<file path="config.mk">
export PLATFORM = sky130hd
export DESIGN_NAME = myo_spi_slave
export DESIGN_NICKNAME = d
export VERILOG_FILES = /design/src/rtl/myo_spi_pkg.sv /design/src/rtl/myo_spi_sync.sv /design/src/rtl/myo_spi_slave.sv
export SDC_FILE = /design/constraint.sdc
export NUM_CORES = 1
export LEC_CHECK = 0
export CORE_MARGIN = 2
export CORE_UTILIZATION = 25
export CTS_BUF_LIST = sky130_fd_sc_hd__clkbuf_16
export CTS_CLUSTER_DIAMETER = 60
export CTS_CLUSTER_SIZE = 30
export DETAILED_ROUTE_END_ITERATION = 6
export GPL_TIMING_DRIVEN = 0
export MAX_ROUTING_LAYER = met4
export SLEW_MARGIN = 20
export SYNTH_ARGS = -nofsm -noshare
export SYNTH_HDL_FRONTEND = slang
export SYNTH_SLANG_ARGS = --single-unit
</file>
<file path="constraint.sdc">
create_clock -name clock -period 13.2 [get_ports clock]
set_input_delay 2.64 -clock clock [delete_from_list [all_inputs] [get_ports clock]]
set_output_delay 2.64 -clock clock [all_outputs]
set_load 0.03 [all_outputs]
</file>
<file path="src/rtl/myo_spi_pkg.sv">
`default_nettype none
// ============================================================================
// Module      : myo_spi_pkg
// Description : Shared constants for the myo motor-board SPI link. Covers the
//               frame length, the header word, the word-index map of a frame
//               and the responder FSM encoding. The master-side frame builder
//               uses the same definitions.
// Config      : none (see myo_spi_slave for MYO_SLAVE_WATCHDOG_EN)
// Revision    : 1.0 - initial release
// ============================================================================
package myo_spi_pkg;

    localparam int          DEFAULT_FRAME_WORDS = 8;
    localparam logic [15:0] DEFAULT_HEADER      = 16'h8000;

    // Width of the word counter. Wide enough that long frames saturate
    // rather than wrap back onto a valid count.
    localparam int WORD_CNT_W = 8;

    // Word positions within a frame. MISO uses all of them. MOSI uses W_HDR
    // for the header and W_PWM for the pwmRef word.
    localparam logic [WORD_CNT_W-1:0] W_HDR    = 8'd0;
    localparam logic [WORD_CNT_W-1:0] W_POS_HI = 8'd1;
    localparam logic [WORD_CNT_W-1:0] W_POS_LO = 8'd2;
    localparam logic [WORD_CNT_W-1:0] W_VEL    = 8'd3;
    localparam logic [WORD_CNT_W-1:0] W_CUR    = 8'd4;
    localparam logic [WORD_CNT_W-1:0] W_DISP   = 8'd5;
    localparam logic [WORD_CNT_W-1:0] W_S1     = 8'd6;
    localparam logic [WORD_CNT_W-1:0] W_S2     = 8'd7;
    localparam logic [WORD_CNT_W-1:0] W_PWM    = 8'd1;

    typedef enum logic [1:0] {
        ST_IDLE  = 2'd0,
        ST_SNAP  = 2'd1,
        ST_SHIFT = 2'd2,
        ST_CHECK = 2'd3
    } state_e;

endpackage : myo_spi_pkg
`default_nettype wire

</file>
<file path="src/rtl/myo_spi_sync.sv">
`default_nettype none
// ============================================================================
// Module      : myo_spi_sync
// Description : Two-flop synchronizer for one asynchronous pin. A third flop
//               holds the previous synchronized level so that the block can
//               flag rising and falling edges. Edges are reported about two
//               clocks after the pin changes and take effect on the next clock.
// Ports       : clock, reset (async, active-high)
//               pin   - asynchronous input
//               level - synchronized level
//               rise  - 1-cycle pulse on a 0->1 change of level
//               fall  - 1-cycle pulse on a 1->0 change of level
// Revision    : 1.0 - initial release
// ============================================================================
module myo_spi_sync (
    input  logic clock,
    input  logic reset,
    input  logic pin,
    output logic level,
    output logic rise,
    output logic fall
);

    // [0] metastability stage, [1] synchronized level, [2] previous level
    logic [2:0] sync_q;
    logic [2:0] sync_d;

    always_comb begin
        sync_d = {sync_q[1:0], pin};
    end

    always_ff @(posedge clock or posedge reset) begin
        if (reset) begin
            sync_q <= 3'b000;
        end else begin
            sync_q <= sync_d;
        end
    end

    assign level = sync_q[1];
    assign rise  = sync_q[1] & ~sync_q[2];
    assign fall  = ~sync_q[1] & sync_q[2];

endmodule : myo_spi_sync
`default_nettype wire

</file>
<file path="src/rtl/myo_spi_slave.sv">
`default_nettype none
// ============================================================================
// Module      : myo_spi_slave
// Description : SPI responder that emulates one myo motor board. It receives
//               the pwmRef frame from the control master and returns a
//               snapshot of the board state taken at frame start. SPI mode is
//               CPOL=0 / CPHA=1, MSB first, 16-bit words, and ss_n stays low
//               for the whole frame. All pins are oversampled in the clock
//               domain.
// Config      : `define MYO_SLAVE_WATCHDOG_EN enables the frame watchdog and
//               the WATCHDOG_CYCLES parameter. When it times out, pwm_ref is
//               forced to 0.
// Ports       : clock, reset (async, active-high)
//               sck, mosi, ss_n      - SPI pins from the master (async)
//               miso, miso_oe        - SPI data back and its tristate enable
//               position_i .. sensor2_i - board state returned to the master
//               pwm_ref, pwm_valid   - last accepted pwmRef and update pulse
//               frame_error          - pulse for a rejected frame
//               frame_count          - number of accepted frames (wraps)
//               timeout              - watchdog expired
// Revision    : 1.0 - initial release
// ============================================================================
module myo_spi_slave
    import myo_spi_pkg::*;
#(
    parameter int          FRAME_WORDS = DEFAULT_FRAME_WORDS,
    parameter logic [15:0] HEADER      = DEFAULT_HEADER
`ifdef MYO_SLAVE_WATCHDOG_EN
   ,parameter int          WATCHDOG_CYCLES = 5_000_000
`endif
) (
    input  logic        clock,
    input  logic        reset,
    input  logic        sck,
    input  logic        mosi,
    input  logic        ss_n,
    output logic        miso,
    output logic        miso_oe,
    input  logic [31:0] position_i,
    input  logic [15:0] velocity_i,
    input  logic [15:0] current_i,
    input  logic [15:0] displacement_i,
    input  logic [15:0] sensor1_i,
    input  logic [15:0] sensor2_i,
    output logic [15:0] pwm_ref,
    output logic        pwm_valid,
    output logic        frame_error,
    output logic [15:0] frame_count,
    output logic        timeout
);

    // ------------------------------------------------------------------
    // Pin synchronizers
    // ------------------------------------------------------------------
    logic sck_level, sck_rise, sck_fall;
    logic mosi_level, mosi_rise, mosi_fall;
    logic ss_level, ss_rise, ss_fall;

    myo_spi_sync u_sync_sck (
        .clock (clock),
        .reset (reset),
        .pin   (sck),
        .level (sck_level),
        .rise  (sck_rise),
        .fall  (sck_fall)
    );

    myo_spi_sync u_sync_mosi (
        .clock (clock),
        .reset (reset),
        .pin   (mosi),
        .level (mosi_level),
        .rise  (mosi_rise),
        .fall  (mosi_fall)
    );

    myo_spi_sync u_sync_ss (
        .clock (clock),
        .reset (reset),
        .pin   (ss_n),
        .level (ss_level),
        .rise  (ss_rise),
        .fall  (ss_fall)
    );

    // The sck level and the mosi edges are not needed. The FSM leaves
    // SHIFT on the ss_n level, so the ss_n rise pulse is not needed either.
    logic unused_sync;
    assign unused_sync = ^{sck_level, mosi_rise, mosi_fall, ss_rise};

    // ------------------------------------------------------------------
    // State
    // ------------------------------------------------------------------
    state_e                 state_q, state_d;
    logic                   armed_q, armed_d;
    logic [3:0]             bit_cnt_q, bit_cnt_d;
    logic [WORD_CNT_W-1:0]  word_cnt_q, word_cnt_d;
    logic [15:0]            rx_shift_q, rx_shift_d;
    logic [15:0]            word0_q, word0_d;
    logic [15:0]            word1_q, word1_d;
    logic                   miso_q, miso_d;
    logic                   miso_oe_q, miso_oe_d;
    logic [15:0]            pwm_ref_q, pwm_ref_d;
    logic                   pwm_valid_q, pwm_valid_d;
    logic                   frame_error_q, frame_error_d;
    logic [15:0]            frame_count_q, frame_count_d;

    // Shadow copy of the board state, frozen for the duration of a frame
    logic [31:0]            pos_sh_q, pos_sh_d;
    logic [15:0]            vel_sh_q, vel_sh_d;
    logic [15:0]            cur_sh_q, cur_sh_d;
    logic [15:0]            disp_sh_q, disp_sh_d;
    logic [15:0]            s1_sh_q, s1_sh_d;
    logic [15:0]            s2_sh_q, s2_sh_d;

    logic [15:0]            tx_word;
    logic [15:0]            rx_next;
    logic                   frame_ok;

    // MISO word selected by the current word index; past the frame end: 0
    always_comb begin
        tx_word = 16'h0000;
        case (word_cnt_q)
            W_HDR:    tx_word = HEADER;
            W_POS_HI: tx_word = pos_sh_q[31:16];
            W_POS_LO: tx_word = pos_sh_q[15:0];
            W_VEL:    tx_word = vel_sh_q;
            W_CUR:    tx_word = cur_sh_q;
            W_DISP:   tx_word = disp_sh_q;
            W_S1:     tx_word = s1_sh_q;
            W_S2:     tx_word = s2_sh_q;
            default:  tx_word = 16'h0000;
        endcase
    end

    assign rx_next  = {rx_shift_q[14:0], mosi_level};
    assign frame_ok = (state_q == ST_CHECK)
                   && (word_cnt_q == WORD_CNT_W'(FRAME_WORDS))
                   && (bit_cnt_q == 4'd0)
                   && (word0_q == HEADER);

    always_comb begin
        state_d       = state_q;
        armed_d       = armed_q;
        bit_cnt_d     = bit_cnt_q;
        word_cnt_d    = word_cnt_q;
        rx_shift_d    = rx_shift_q;
        word0_d       = word0_q;
        word1_d       = word1_q;
        miso_d        = miso_q;
        miso_oe_d     = miso_oe_q;
        pwm_ref_d     = pwm_ref_q;
        pwm_valid_d   = 1'b0;
        frame_error_d = 1'b0;
        frame_count_d = frame_count_q;
        pos_sh_d      = pos_sh_q;
        vel_sh_d      = vel_sh_q;
        cur_sh_d      = cur_sh_q;
        disp_sh_d     = disp_sh_q;
        s1_sh_d       = s1_sh_q;
        s2_sh_d       = s2_sh_q;

        // A frame may only start after ss_n has been seen high. This
        // prevents joining a transfer that is already in progress.
        if (ss_level) begin
            armed_d = 1'b1;
        end

        case (state_q)
            ST_IDLE: begin
                if (ss_fall && armed_q) begin
                    state_d = ST_SNAP;
                    armed_d = 1'b0;
                end
            end

            ST_SNAP: begin
                pos_sh_d   = position_i;
                vel_sh_d   = velocity_i;
                cur_sh_d   = current_i;
                disp_sh_d  = displacement_i;
                s1_sh_d    = sensor1_i;
                s2_sh_d    = sensor2_i;
                bit_cnt_d  = 4'd0;
                word_cnt_d = '0;
                rx_shift_d = 16'h0000;
                word0_d    = 16'h0000;
                word1_d    = 16'h0000;
                if (ss_level) begin
                    // ss_n came back before the first bit: count it as a
                    // short frame so that CHECK rejects it.
                    state_d   = ST_CHECK;
                    miso_d    = 1'b0;
                    miso_oe_d = 1'b0;
                end else begin
                    state_d   = ST_SHIFT;
                    miso_d    = HEADER[15];
                    miso_oe_d = 1'b1;
                end
            end

            ST_SHIFT: begin
                if (ss_level) begin
                    state_d   = ST_CHECK;
                    miso_d    = 1'b0;
                    miso_oe_d = 1'b0;
                end else begin
                    // CPHA=1: present a bit on the rise and sample on the
                    // fall. bit_cnt is the index of the bit sampled next.
                    if (sck_rise) begin
                        miso_d = tx_word[4'd15 - bit_cnt_q];
                    end
                    if (sck_fall) begin
                        rx_shift_d = rx_next;
                        bit_cnt_d  = bit_cnt_q + 4'd1;
                        if (bit_cnt_q == 4'd15) begin
                            if (word_cnt_q == W_HDR) begin
                                word0_d = rx_next;
                            end
                            if (word_cnt_q == W_PWM) begin
                                word1_d = rx_next;
                            end
                            if (word_cnt_q != {WORD_CNT_W{1'b1}}) begin
                                word_cnt_d = word_cnt_q + 1'b1;
                            end
                        end
                    end
                end
            end

            ST_CHECK: begin
                state_d = ST_IDLE;
                if (frame_ok) begin
                    pwm_ref_d     = word1_q;
                    pwm_valid_d   = 1'b1;
                    frame_count_d = frame_count_q + 16'd1;
                end else begin
                    frame_error_d = 1'b1;
                end
            end

            default: begin
                state_d = ST_IDLE;
            end
        endcase
    end

    always_ff @(posedge clock or posedge reset) begin
        if (reset) begin
            state_q       <= ST_IDLE;
            armed_q       <= 1'b0;
            bit_cnt_q     <= 4'd0;
            word_cnt_q    <= '0;
            rx_shift_q    <= 16'h0000;
            word0_q       <= 16'h0000;
            word1_q       <= 16'h0000;
            miso_q        <= 1'b0;
            miso_oe_q     <= 1'b0;
            pwm_ref_q     <= 16'h0000;
            pwm_valid_q   <= 1'b0;
            frame_error_q <= 1'b0;
            frame_count_q <= 16'h0000;
            pos_sh_q      <= 32'h0000_0000;
            vel_sh_q      <= 16'h0000;
            cur_sh_q      <= 16'h0000;
            disp_sh_q     <= 16'h0000;
            s1_sh_q       <= 16'h0000;
            s2_sh_q       <= 16'h0000;
        end else begin
            state_q       <= state_d;
            armed_q       <= armed_d;
            bit_cnt_q     <= bit_cnt_d;
            word_cnt_q    <= word_cnt_d;
            rx_shift_q    <= rx_shift_d;
            word0_q       <= word0_d;
            word1_q       <= word1_d;
            miso_q        <= miso_d;
            miso_oe_q     <= miso_oe_d;
            pwm_ref_q     <= pwm_ref_d;
            pwm_valid_q   <= pwm_valid_d;
            frame_error_q <= frame_error_d;
            frame_count_q <= frame_count_d;
            pos_sh_q      <= pos_sh_d;
            vel_sh_q      <= vel_sh_d;
            cur_sh_q      <= cur_sh_d;
            disp_sh_q     <= disp_sh_d;
            s1_sh_q       <= s1_sh_d;
            s2_sh_q       <= s2_sh_d;
        end
    end

    // ------------------------------------------------------------------
    // Watchdog
    // ------------------------------------------------------------------
`ifdef MYO_SLAVE_WATCHDOG_EN
    logic [31:0] wd_cnt_q, wd_cnt_d;

    // The counter reloads on the same edge that updates pwm_ref. A fresh
    // pwmRef is therefore never masked by a stale timeout.
    always_comb begin
        wd_cnt_d = wd_cnt_q;
        if (frame_ok) begin
            wd_cnt_d = 32'(WATCHDOG_CYCLES);
        end else if (wd_cnt_q != 32'd0) begin
            wd_cnt_d = wd_cnt_q - 32'd1;
        end
    end

    always_ff @(posedge clock or posedge reset) begin
        if (reset) begin
            wd_cnt_q <= 32'(WATCHDOG_CYCLES);
        end else begin
            wd_cnt_q <= wd_cnt_d;
        end
    end

    assign timeout = (wd_cnt_q == 32'd0);
    // Safe stop: the motor is commanded to zero while the link is dead
    assign pwm_ref = timeout ? 16'h0000 : pwm_ref_q;
`else
    assign timeout = 1'b0;
    assign pwm_ref = pwm_ref_q;
`endif

    assign miso        = miso_q;
    assign miso_oe     = miso_oe_q;
    assign pwm_valid   = pwm_valid_q;
    assign frame_error = frame_error_q;
    assign frame_count = frame_count_q;

endmodule : myo_spi_slave
`default_nettype wire

</file>
==> results of run 1 <==
[cells in the mapped netlist (7+ instances only)]
cell        n  share of area
o21ai_0    59          0.031
ha_1       12          0.016
a21oi_1    11         0.0058
nand2_1   114          0.045
nand3_1    14         0.0074
nand4_1    12         0.0079
mux2_2    141           0.17
inv_1       9         0.0036
xor2_1      9         0.0083
dfrtp_1   218           0.58
a31oi_1     7         0.0046
nor2_1     10         0.0040
a222oi_1    7         0.0074
clkbuf_1   46          0.018
a221oi_1    8         0.0074
a22oi_1    15          0.012
xnor2_1    13          0.012
[per-layer routing]
metal	wire, um	vias up	part of all wire
li1	-	3182	-
met1	12300	3490	0.46
met2	12600	220	0.47
met3	1440	30	0.054
met4	450	0	0.017
met5	0	-	0
[stage by stage]
step,util,cells,hold WS [ns],worst slack (ns)
floorplan,-,785,0.331,4.60
global placement,0.311,1448,0.336,1.56
detailed placement,0.312,1450,0.336,9.25
CTS,0.334,1490,0.348,8.84
global route,0.334,1490,0.350,8.80
finish,0.334,1490,0.345,8.86
[how the worst min path moves through the flow]
stage / endpoint / start / slack, ns / cells past startpoint
floorplan: u_sync_mosi.sync_q[1] / u_sync_mosi.sync_q[0] / 0.33 / 0
global placement: u_sync_mosi.sync_q[1] / u_sync_mosi.sync_q[0] / 0.34 / 0
detailed placement: u_sync_mosi.sync_q[1] / u_sync_mosi.sync_q[0] / 0.34 / 0
CTS: u_sync_mosi.sync_q[1] / u_sync_mosi.sync_q[0] / 0.35 / 0
global route: u_sync_mosi.sync_q[1] / u_sync_mosi.sync_q[0] / 0.35 / 0
finish: u_sync_mosi.sync_q[1] / u_sync_mosi.sync_q[0] / 0.34 / 0
[power by group]
group	total (mW)	internal, mW	switching [mW]	leakage, nW
clock	0.696	0.348	0.348	0.399
combinational	0.794	0.380	0.414	1.93
sequential	0.972	0.864	0.108	2.76
total	2.46	1.59	0.870	5.09
[final cells by class]
cell class              count  area, um2  area share
repair buffers            154       1580       0.126
well taps                 511        639      0.0510
multi-input cells         504       3780       0.301
inverters                   9       41.3     0.00329
plain buffers              54        218      0.0174
flip-flops and latches    218       5460       0.435
clock buffers              22        551      0.0439
clock inverters            18        279      0.0223
[kinds of logic (layout without fill, tap and decap cells)]
logic type	Yosys count	count (layout)	share of synthesized area
buf+inv	63	257	0.0265
xor+xnor	23	23	0.0220
flops	218	218	0.575
other cells	1	1	0.000395
simple gates	187	187	0.0939
fa+ha+maj	12	12	0.0158
mux	144	144	0.171
compound gates	137	137	0.0955
==> results.py, run 1 <==
metrics = {
    "outcome": {
        "status": "completed",
    },
    "synthesis": {
        "synth_warnings": 0,
        "ys_ff_latch": 218,
        "synth_nets": 914,
        "netlist_instances": 785,
        "synth.yosys.seq_area_share": 0.575,
        "avgSynthCellArea_um2": 12.1,
        "synth_edf_count": 0,
        "synth_ff_type": "dfrtp_1",
        "async_reset_ff_frac": 1.00,
        "synth.distinct_cells": 60,
        "syn_area_um2": 9480,
    },
    "floorplan": {
        "dieHeight_um": 199,
        "rows": 71,
        "pin_count": 154,
        "die_x_um": 199,
        "fp.coreArea_um2": 37500,
        "start_util": 0.253,
        "die_area_um2": 39500,
    },
    "critical_path": {
        "reg2reg_depth": 10,
        "worstPathArrival_ns": 1.70,
        "worstPathMaxFanout": 6,
        "crit_cells": 1,
        "worstReg2RegStart": "word_cnt_q[0]",
        "worst_path_max_delay_cell": "clkdlybuf4s50_1",
        "worstReg2RegEnd": "miso",
        "startpoint_type": "flop",
        "cp.required_ns": 10.56,
        "endpoint_kind": "output pin",
        "path_class": "flop to output pin",
        "crit_end": "frame_count[2]",
        "cp-startpoint": "frame_count[2]",
        "timing.critical_path.buf_inv": 1,
        "crit_chain": "clkdlybuf4s50_1",
        "max_stage_delay_ns": 0.71,
        "rrSetupSlack_ns": 9.80,
        "cp_top_family": "buffers and inverters",
    },
    "clock_network": {
        "path_clk_slew_ns": 0.09,
        "ctsResizeCount": 0,
        "cts.sinks": 218,
        "htreeDepth": 1,
        "cts_hold_buf": 0,
        "cts_setup_buffers": 0,
        "tritoncts": "yes",
        "root_buffer": "clkbuf_16",
        "cts_buffers": 22,
        "clk_latency_ns": 0.54,
        "clock_path_buffers": 3,
    },
    "final_layout": {
        "n_fill_cell": 3806,
        "nNetsFinal": 1092,
        "num_antenna_cells": 0,
        "areaGrowthSynthToFinish_pct": 32.2,
        "largest_reg_flops": 32,
        "drive_gt1_frac": 0.202,
        "final_common_cell": "dfrtp_1",
        "design_area_um2": 12500,
        "final_cell_mix": "dfrtp_1, clkdlybuf4s50_1, mux2_2",
        "top_register": "pos_sh_q",
    },
    "placed_design": {
        "numPortBuffers": 152,
        "place_congestion": 0.816,
        "dp_hpwl_um": 19800,
        "placed_area_um2": 11700,
    },
    "global_routing": {
        "first_global_vias": 7210,
        "track_usage": 0.144,
        "grt_max_degree": 87,
        "use_met2": 0.228,
        "use_met3": 0.0215,
        "grt_busiest_layer": "met2",
        "grt-ovfl-total": 0,
        "antenna_found_initial": 0,
        "grt.met1_usage": 0.194,
        "grt_pass1_wl_um": 42500,
    },
    "timing": {
        "setup_viol": 0,
        "tightest_slew_ns": 0.843,
        "relSlewSlack": 0.438,
        "rsz0062_at_grt": "false",
        "hold_viol": 0,
        "skew_ns": 0.0234,
        "drv_slew": 0,
        "finalCritPeriodShare": 0.329,
        "fin_setup_tns_ns": 0,
        "fin_crit_ns": 4.34,
        "max_freq_ghz": 0.231,
    },
    "route": {
        "ant_nets": 0,
        "routed_via_density": 4.65,
        "avgRoutedWirePerCell_um": 17.9,
        "drt_iter0_drc": 470,
        "drc": 0,
        "routed_wirelength_um": 26700,
        "num_vias": 6922,
        "drt_pass1_iterations": 5,
    },
    "pwr": {
        "peakVddDrop_mv": 0.0895,
        "leakagePower_nw": 5.09,
        "cellPowerDensity_nw_per_um2": 196,
        "power_mw": 2.46,
    },
    "run": {
        "max_cap_violations": 0,
    },
    "worst_hold_path": {
        "hp-class": "flop to flop",
    },
}
Power figures use the tool's default switching activity.
==> run 2, diff against run 1 <==
==> constraint.sdc (replaced) <==
create_clock -name clock -period 4.3 [get_ports clock]
set_input_delay 0.86 -clock clock [delete_from_list [all_inputs] [get_ports clock]]
set_output_delay 0.86 -clock clock [all_outputs]
set_load 0.03 [all_outputs]
==> run 2 against run 1 <==
Sequential share of layout area increased by 0.22 points. Clock-buffer cell count fell by 1. Combinational power rose to 3.1 times the previous value. Total power rose to 3.0 times the previous value. Core utilization is 0.17 points lower. Critical path depth grew 8. Die area unchanged. Final cell count is essentially flat. Via count fell by 0.74%. Largest cell class unchanged. Highest routed layer unchanged. Register-to-register slack worse by 9.0 ns. Clock skew decreased by 0.0059 ns.
==> results.py, run 2 (synthesis gave the netlist of run 1 again) <==
metrics = {
    "timing": {
        "finalCritPeriodShare": 0.812,
        "hold_viol": 0,
        "skew_ns": 0.0175,
        "fin_crit_ns": 3.49,
        "drv_slew": 0,
        "max_freq_ghz": 0.286,
        "relSlewSlack": 0.418,
        "rsz0062_at_grt": "false",
        "setup_viol": 0,
        "setup_slack_ns": 0.809,
        "tightest_slew_ns": 0.874,
    },
    "global_routing": {
        "track_usage": 0.142,
        "first_global_vias": 7078,
        "grt_pass1_wl_um": 42000,
        "grt_max_degree": 35,
        "grt-ovfl-total": 0,
        "antenna_found_initial": 0,
    },
    "pwr": {
        "leakagePower_nw": 5.06,
        "peakVddDrop_mv": 0.225,
        "cellPowerDensity_nw_per_um2": 584,
    },
    "final_layout": {
        "nNetsFinal": 1095,
        "final_cell_mix": "dfrtp_1, clkdlybuf4s50_1, mux2_2",
        "n_fill_cell": 3763,
        "final_common_cell": "dfrtp_1",
        "areaGrowthSynthToFinish_pct": 31.5,
        "num_antenna_cells": 0,
        "largest_reg_flops": 32,
        "top_register": "pos_sh_q",
        "drive_gt1_frac": 0.202,
        "design_area_um2": 12500,
    },
    "worst_hold_path": {
        "hp-class": "flop to flop",
        "worstHoldPathCells": 0,
    },
    "critical_path": {
        "endpoint_kind": "flop",
        "reg2reg_depth": 9,
        "path_class": "flop to flop",
        "startpoint_type": "flop",
        "rrSetupSlack_ns": 0.81,
        "worstPathArrival_ns": 3.87,
        "crit_end": "miso",
        "worstReg2RegEnd": "miso",
        "worstPathMaxFanout": 10,
        "cp.required_ns": 4.68,
        "cp-startpoint": "word_cnt_q[2]",
        "worstReg2RegStart": "word_cnt_q[2]",
    },
    "route": {
        "num_vias": 6871,
        "routed_wirelength_um": 26800,
        "drt_iter0_drc": 427,
        "ant_nets": 0,
        "drt_pass1_iterations": 5,
        "routed_via_density": 4.61,
        "avgRoutedWirePerCell_um": 18.0,
        "drc": 0,
    },
    "placed_design": {
        "dp_hpwl_um": 20200,
        "place_ws_ns": 0.865,
        "place_congestion": 0.822,
        "placed_area_um2": 11800,
        "numPortBuffers": 152,
    },
    "outcome": {
        "status": "completed",
    },
    "clock_network": {
        "htreeDepth": 1,
        "cts_buffers": 20,
        "clk_latency_ns": 0.51,
        "root_buffer": "clkbuf_16",
        "cts.sinks": 218,
        "clock_path_buffers": 3,
        "cts_setup_buffers": 0,
        "tritoncts": "yes",
        "cts_hold_buf": 0,
        "ctsResizeCount": 0,
        "path_clk_slew_ns": 0.07,
    },
    "floorplan": {
        "start_util": 0.253,
        "pin_count": 154,
        "rows": 71,
        "die_x_um": 199,
        "dieHeight_um": 199,
        "fp.coreArea_um2": 37500,
        "die_area_um2": 39500,
    },
    "run": {
        "max_cap_violations": 0,
    },
}
## run 2: cell types whose count changed in the layout (fill, tap and decap cells not counted)
cell and delta:
clkbuf_16 -1, clkinv_8 -5, inv_16 -3, clkinv_1 +1
buf_12 +7, clkinvlp_4 +1, inv_12 -1, clkinv_4 +1
clkinv_2 +3, buf_16 -2
## run 2: worst min-delay path by stage
stage                                      from                    end  slack, ns
after floorplan           u_sync_mosi.sync_q[0]  u_sync_mosi.sync_q[1]       0.33
after global placement    u_sync_mosi.sync_q[0]  u_sync_mosi.sync_q[1]       0.34
after detailed placement   u_sync_sck.sync_q[0]   u_sync_sck.sync_q[1]       0.34
after CTS                   u_sync_ss.sync_q[0]    u_sync_ss.sync_q[1]       0.34
after global routing      u_sync_mosi.sync_q[0]  u_sync_mosi.sync_q[1]       0.33
final                       u_sync_ss.sync_q[0]    u_sync_ss.sync_q[1]       0.34
## run 2: where the power goes
part	internal, mW	switching [mW]	total (mW)
Clock	0.955	0.907	1.86
Sequential	2.65	0.326	2.98
Combinational	1.17	1.27	2.45
Total	4.78	2.51	7.29
## run 2: through the flow
step	TNS, ns	total power, mW	util	instances	hold WS [ns]
after floorplan	0	4.63	-	785	0.331
after global placement	-249.48	5.39	0.311	1448	0.336
after detailed placement	0	5.47	0.314	1455	0.337
after CTS	0	7.35	0.333	1491	0.341
after global routing	0	7.71	0.333	1491	0.328
final	0	7.29	0.333	1491	0.341
## run 2: area by class of cell
type | count | area, um2 | share of cell area
flip-flops and latches | 218 | 5460 | 0.437
multi-input cells | 504 | 3780 | 0.303
repair buffers | 159 | 1660 | 0.133
well taps | 511 | 639 | 0.0513
clock buffers | 21 | 526 | 0.0421
plain buffers | 54 | 218 | 0.0175
clock inverters | 15 | 160 | 0.0128
inverters | 9 | 37.5 | 0.00301
## run 2: layer usage
| metal | vias up | routed length, um | GRT usage |
|---|---|---|---|
| met1 | 3479 | 12700 | 0.194 |
| met5 | - | 0 | - |
| met3 | 40 | 1110 | 0.0195 |
| met4 | 0 | 611 | 0.0390 |
| met2 | 186 | 12400 | 0.222 |
| li1 | 3166 | - | - |
## run 2: critical path, cell delays in order (launching register included)
cell	delay, ns
dfrtp_1	0.32
clkbuf_1	0.48
clkbuf_1	0.66
buf_2	0.42
clkbuf_1	0.54
a31oi_1	0.22
nand2_1	0.12
a311oi_1	0.09
a2111oi_0	0.33
a32oi_1	0.16
==> run 3, diff against run 2 <==
==> constraint.sdc (replaced) <==
create_clock -name clock -period 2.9 [get_ports clock]
set_input_delay 0.58 -clock clock [delete_from_list [all_inputs] [get_ports clock]]
set_output_delay 0.58 -clock clock [all_outputs]
set_load 0.03 [all_outputs]
==> run 3 against run 2 <==
Die area stayed put. Critical endpoint unchanged. First-iteration DRC count is 4.0% lower. Clock power is 48% higher. Cell area is 0.30% higher. Flip-flop and latch count stayed put. Combinational power is 49% higher. Final cell count hardly changed. Setup slack worse by 0.71 ns. Total power is 49% higher.
==> results.py, run 3 (synthesis gave the netlist of run 1 again) <==
metrics = {
    "timing": {
        "hold_viol": 0,
        "finalCritPeriodShare": 0.967,
        "tightest_slew_ns": 0.891,
        "skew_ns": 0.0192,
        "drv_slew": 0,
        "relSlewSlack": 0.406,
        "fin_crit_ns": 2.81,
        "max_freq_ghz": 0.356,
        "setup_viol": 0,
        "rsz0062_at_grt": "true",
    },
    "route": {
        "routed_wirelength_um": 26900,
        "avgRoutedWirePerCell_um": 18.0,
        "drc": 0,
        "drt_iter0_drc": 410,
        "drt_pass1_iterations": 5,
        "num_vias": 6908,
        "routed_via_density": 4.64,
        "ant_nets": 0,
    },
    "worst_hold_path": {
        "min_from": "u_sync_ss.sync_q[0]",
        "hp-class": "flop to flop",
        "min_to": "u_sync_ss.sync_q[1]",
        "worstHoldPathCells": 0,
    },
    "clock_network": {
        "clock_path_buffers": 3,
        "root_buffer": "clkbuf_16",
        "htreeDepth": 1,
        "cts.sinks": 218,
        "cts_hold_buf": 0,
        "path_clk_slew_ns": 0.07,
        "cts_buffers": 20,
        "tritoncts": "yes",
        "clk_latency_ns": 0.51,
    },
    "placed_design": {
        "place_congestion": 0.822,
        "dp_hpwl_um": 20200,
        "placed_area_um2": 11800,
        "numPortBuffers": 152,
    },
    "pwr": {
        "cellPowerDensity_nw_per_um2": 866,
        "power_mw": 10.8,
        "leakagePower_nw": 5.10,
        "peakVddDrop_mv": 0.324,
    },
    "floorplan": {
        "start_util": 0.253,
        "dieHeight_um": 199,
        "die_area_um2": 39500,
        "rows": 71,
        "die_x_um": 199,
        "fp.coreArea_um2": 37500,
        "pin_count": 154,
    },
    "global_routing": {
        "grt_pass1_wl_um": 42000,
        "first_global_vias": 7080,
        "grt.met1_usage": 0.194,
        "grt_busiest_layer": "met2",
        "antenna_found_initial": 0,
        "grt-ovfl-total": 0,
        "use_met3": 0.0195,
        "track_usage": 0.142,
        "use_met2": 0.222,
        "grt_max_degree": 35,
    },
    "run": {
        "max_cap_violations": 0,
    },
    "final_layout": {
        "largest_reg_flops": 32,
        "nNetsFinal": 1094,
        "design_area_um2": 12500,
        "final_cell_mix": "dfrtp_1, clkdlybuf4s50_1, mux2_2",
        "areaGrowthSynthToFinish_pct": 31.9,
        "top_register": "pos_sh_q",
        "n_fill_cell": 3775,
        "num_antenna_cells": 0,
        "final_common_cell": "dfrtp_1",
        "drive_gt1_frac": 0.221,
    },
    "critical_path": {
        "startpoint_type": "flop",
        "crit_chain": "ha_1 -> clkbuf_1 -> clkbuf_1 -> a22oi_1 -> o211ai_1 -> nand4_1 -> a311o_1 -> a32oi_1",
        "worstPathArrival_ns": 3.24,
        "worstPathMaxFanout": 10,
        "cp.required_ns": 3.33,
        "worstReg2RegStart": "word_cnt_q[0]",
        "cp-startpoint": "word_cnt_q[0]",
        "worst_path_max_delay_cell": "clkbuf_1",
        "max_stage_delay_ns": 0.61,
        "endpoint_kind": "flop",
        "rrSetupSlack_ns": 0.09,
        "cp_common_cell": "clkbuf_1",
        "worstReg2RegEnd": "miso",
        "path_class": "flop to flop",
        "reg2reg_depth": 8,
    },
    "outcome": {
        "status": "completed",
    },
}
-- run 3: power breakdown --
part | internal (mW) | switching, mW | total [mW] | leakage [nW]
sequential | 3.93 | 0.486 | 4.42 | 2.76
combinational | 1.76 | 1.89 | 3.65 | 2.01
clock | 1.42 | 1.34 | 2.76 | 0.339
total | 7.11 | 3.72 | 10.8 | 5.10
-- run 3: layout make-up --
cell class / count / area (um2) / area share
sequential: 218 / 5460 / 0.436
multi-input combinational: 504 / 3790 / 0.303
timing repair buffer: 162 / 1680 / 0.135
tap: 511 / 639 / 0.0511
clock buffer: 21 / 526 / 0.0420
buffer: 50 / 216 / 0.0173
clock inverter: 15 / 160 / 0.0128
inverter: 9 / 37.5 / 0.00300
-- run 3: worst max-delay path by stage --
stage	end	slack, ns	depth (start not counted)
6_report	miso	0.09	8
5_1_grt	miso	-0.04	9
4_1_cts	miso	0.005	8
3_5_place_dp	miso	-0.54	9
3_3_place_gp	pwm_ref[11]	-2.28	2
2_1_floorplan	armed_q	-0.52	1
-- run 3: stage by stage --
stage	setup slack (ns)	hold slack, ns	instances	utilization	TNS [ns]
finish	0.0948	0.340	1490	0.334	0
detailed placement	-0.535	0.337	1455	0.314	-5.01
global placement	-2.28	0.336	1448	0.311	-496.90
floorplan	-0.520	0.331	785	-	-113.38
CTS	0.00452	0.341	1490	0.333	0
global route	-0.0394	0.328	1490	0.334	-0.0394
-- run 3: per-layer routing --
metal  vias to the layer above  share of wire
li1                       3180              -
met5                         -              0
met3                        37          0.045
met4                         0          0.021
met2                       185           0.46
met1                      3506           0.47
-- run 3: critical path: cells and delay by family (launching register included) --
family / cells / cell delay, ns
AND/OR/NAND/NOR: 1 / 0.12
adder cells (fa/ha/maj): 1 / 0.17
flip-flops: 1 / 0.43
AO/OA/AOI/OAI: 4 / 1.03
buffers and inverters: 2 / 0.98
-- run 3: repair_timing --
| item | 4_1_cts | 5_1_grt |
|---|---|---|
| setup endpoints to repair | 56 | 55 |
| pin swaps | 1 | 1 |
| setup buffers | 1 | 2 |
| resized for setup | 9 | 11 |
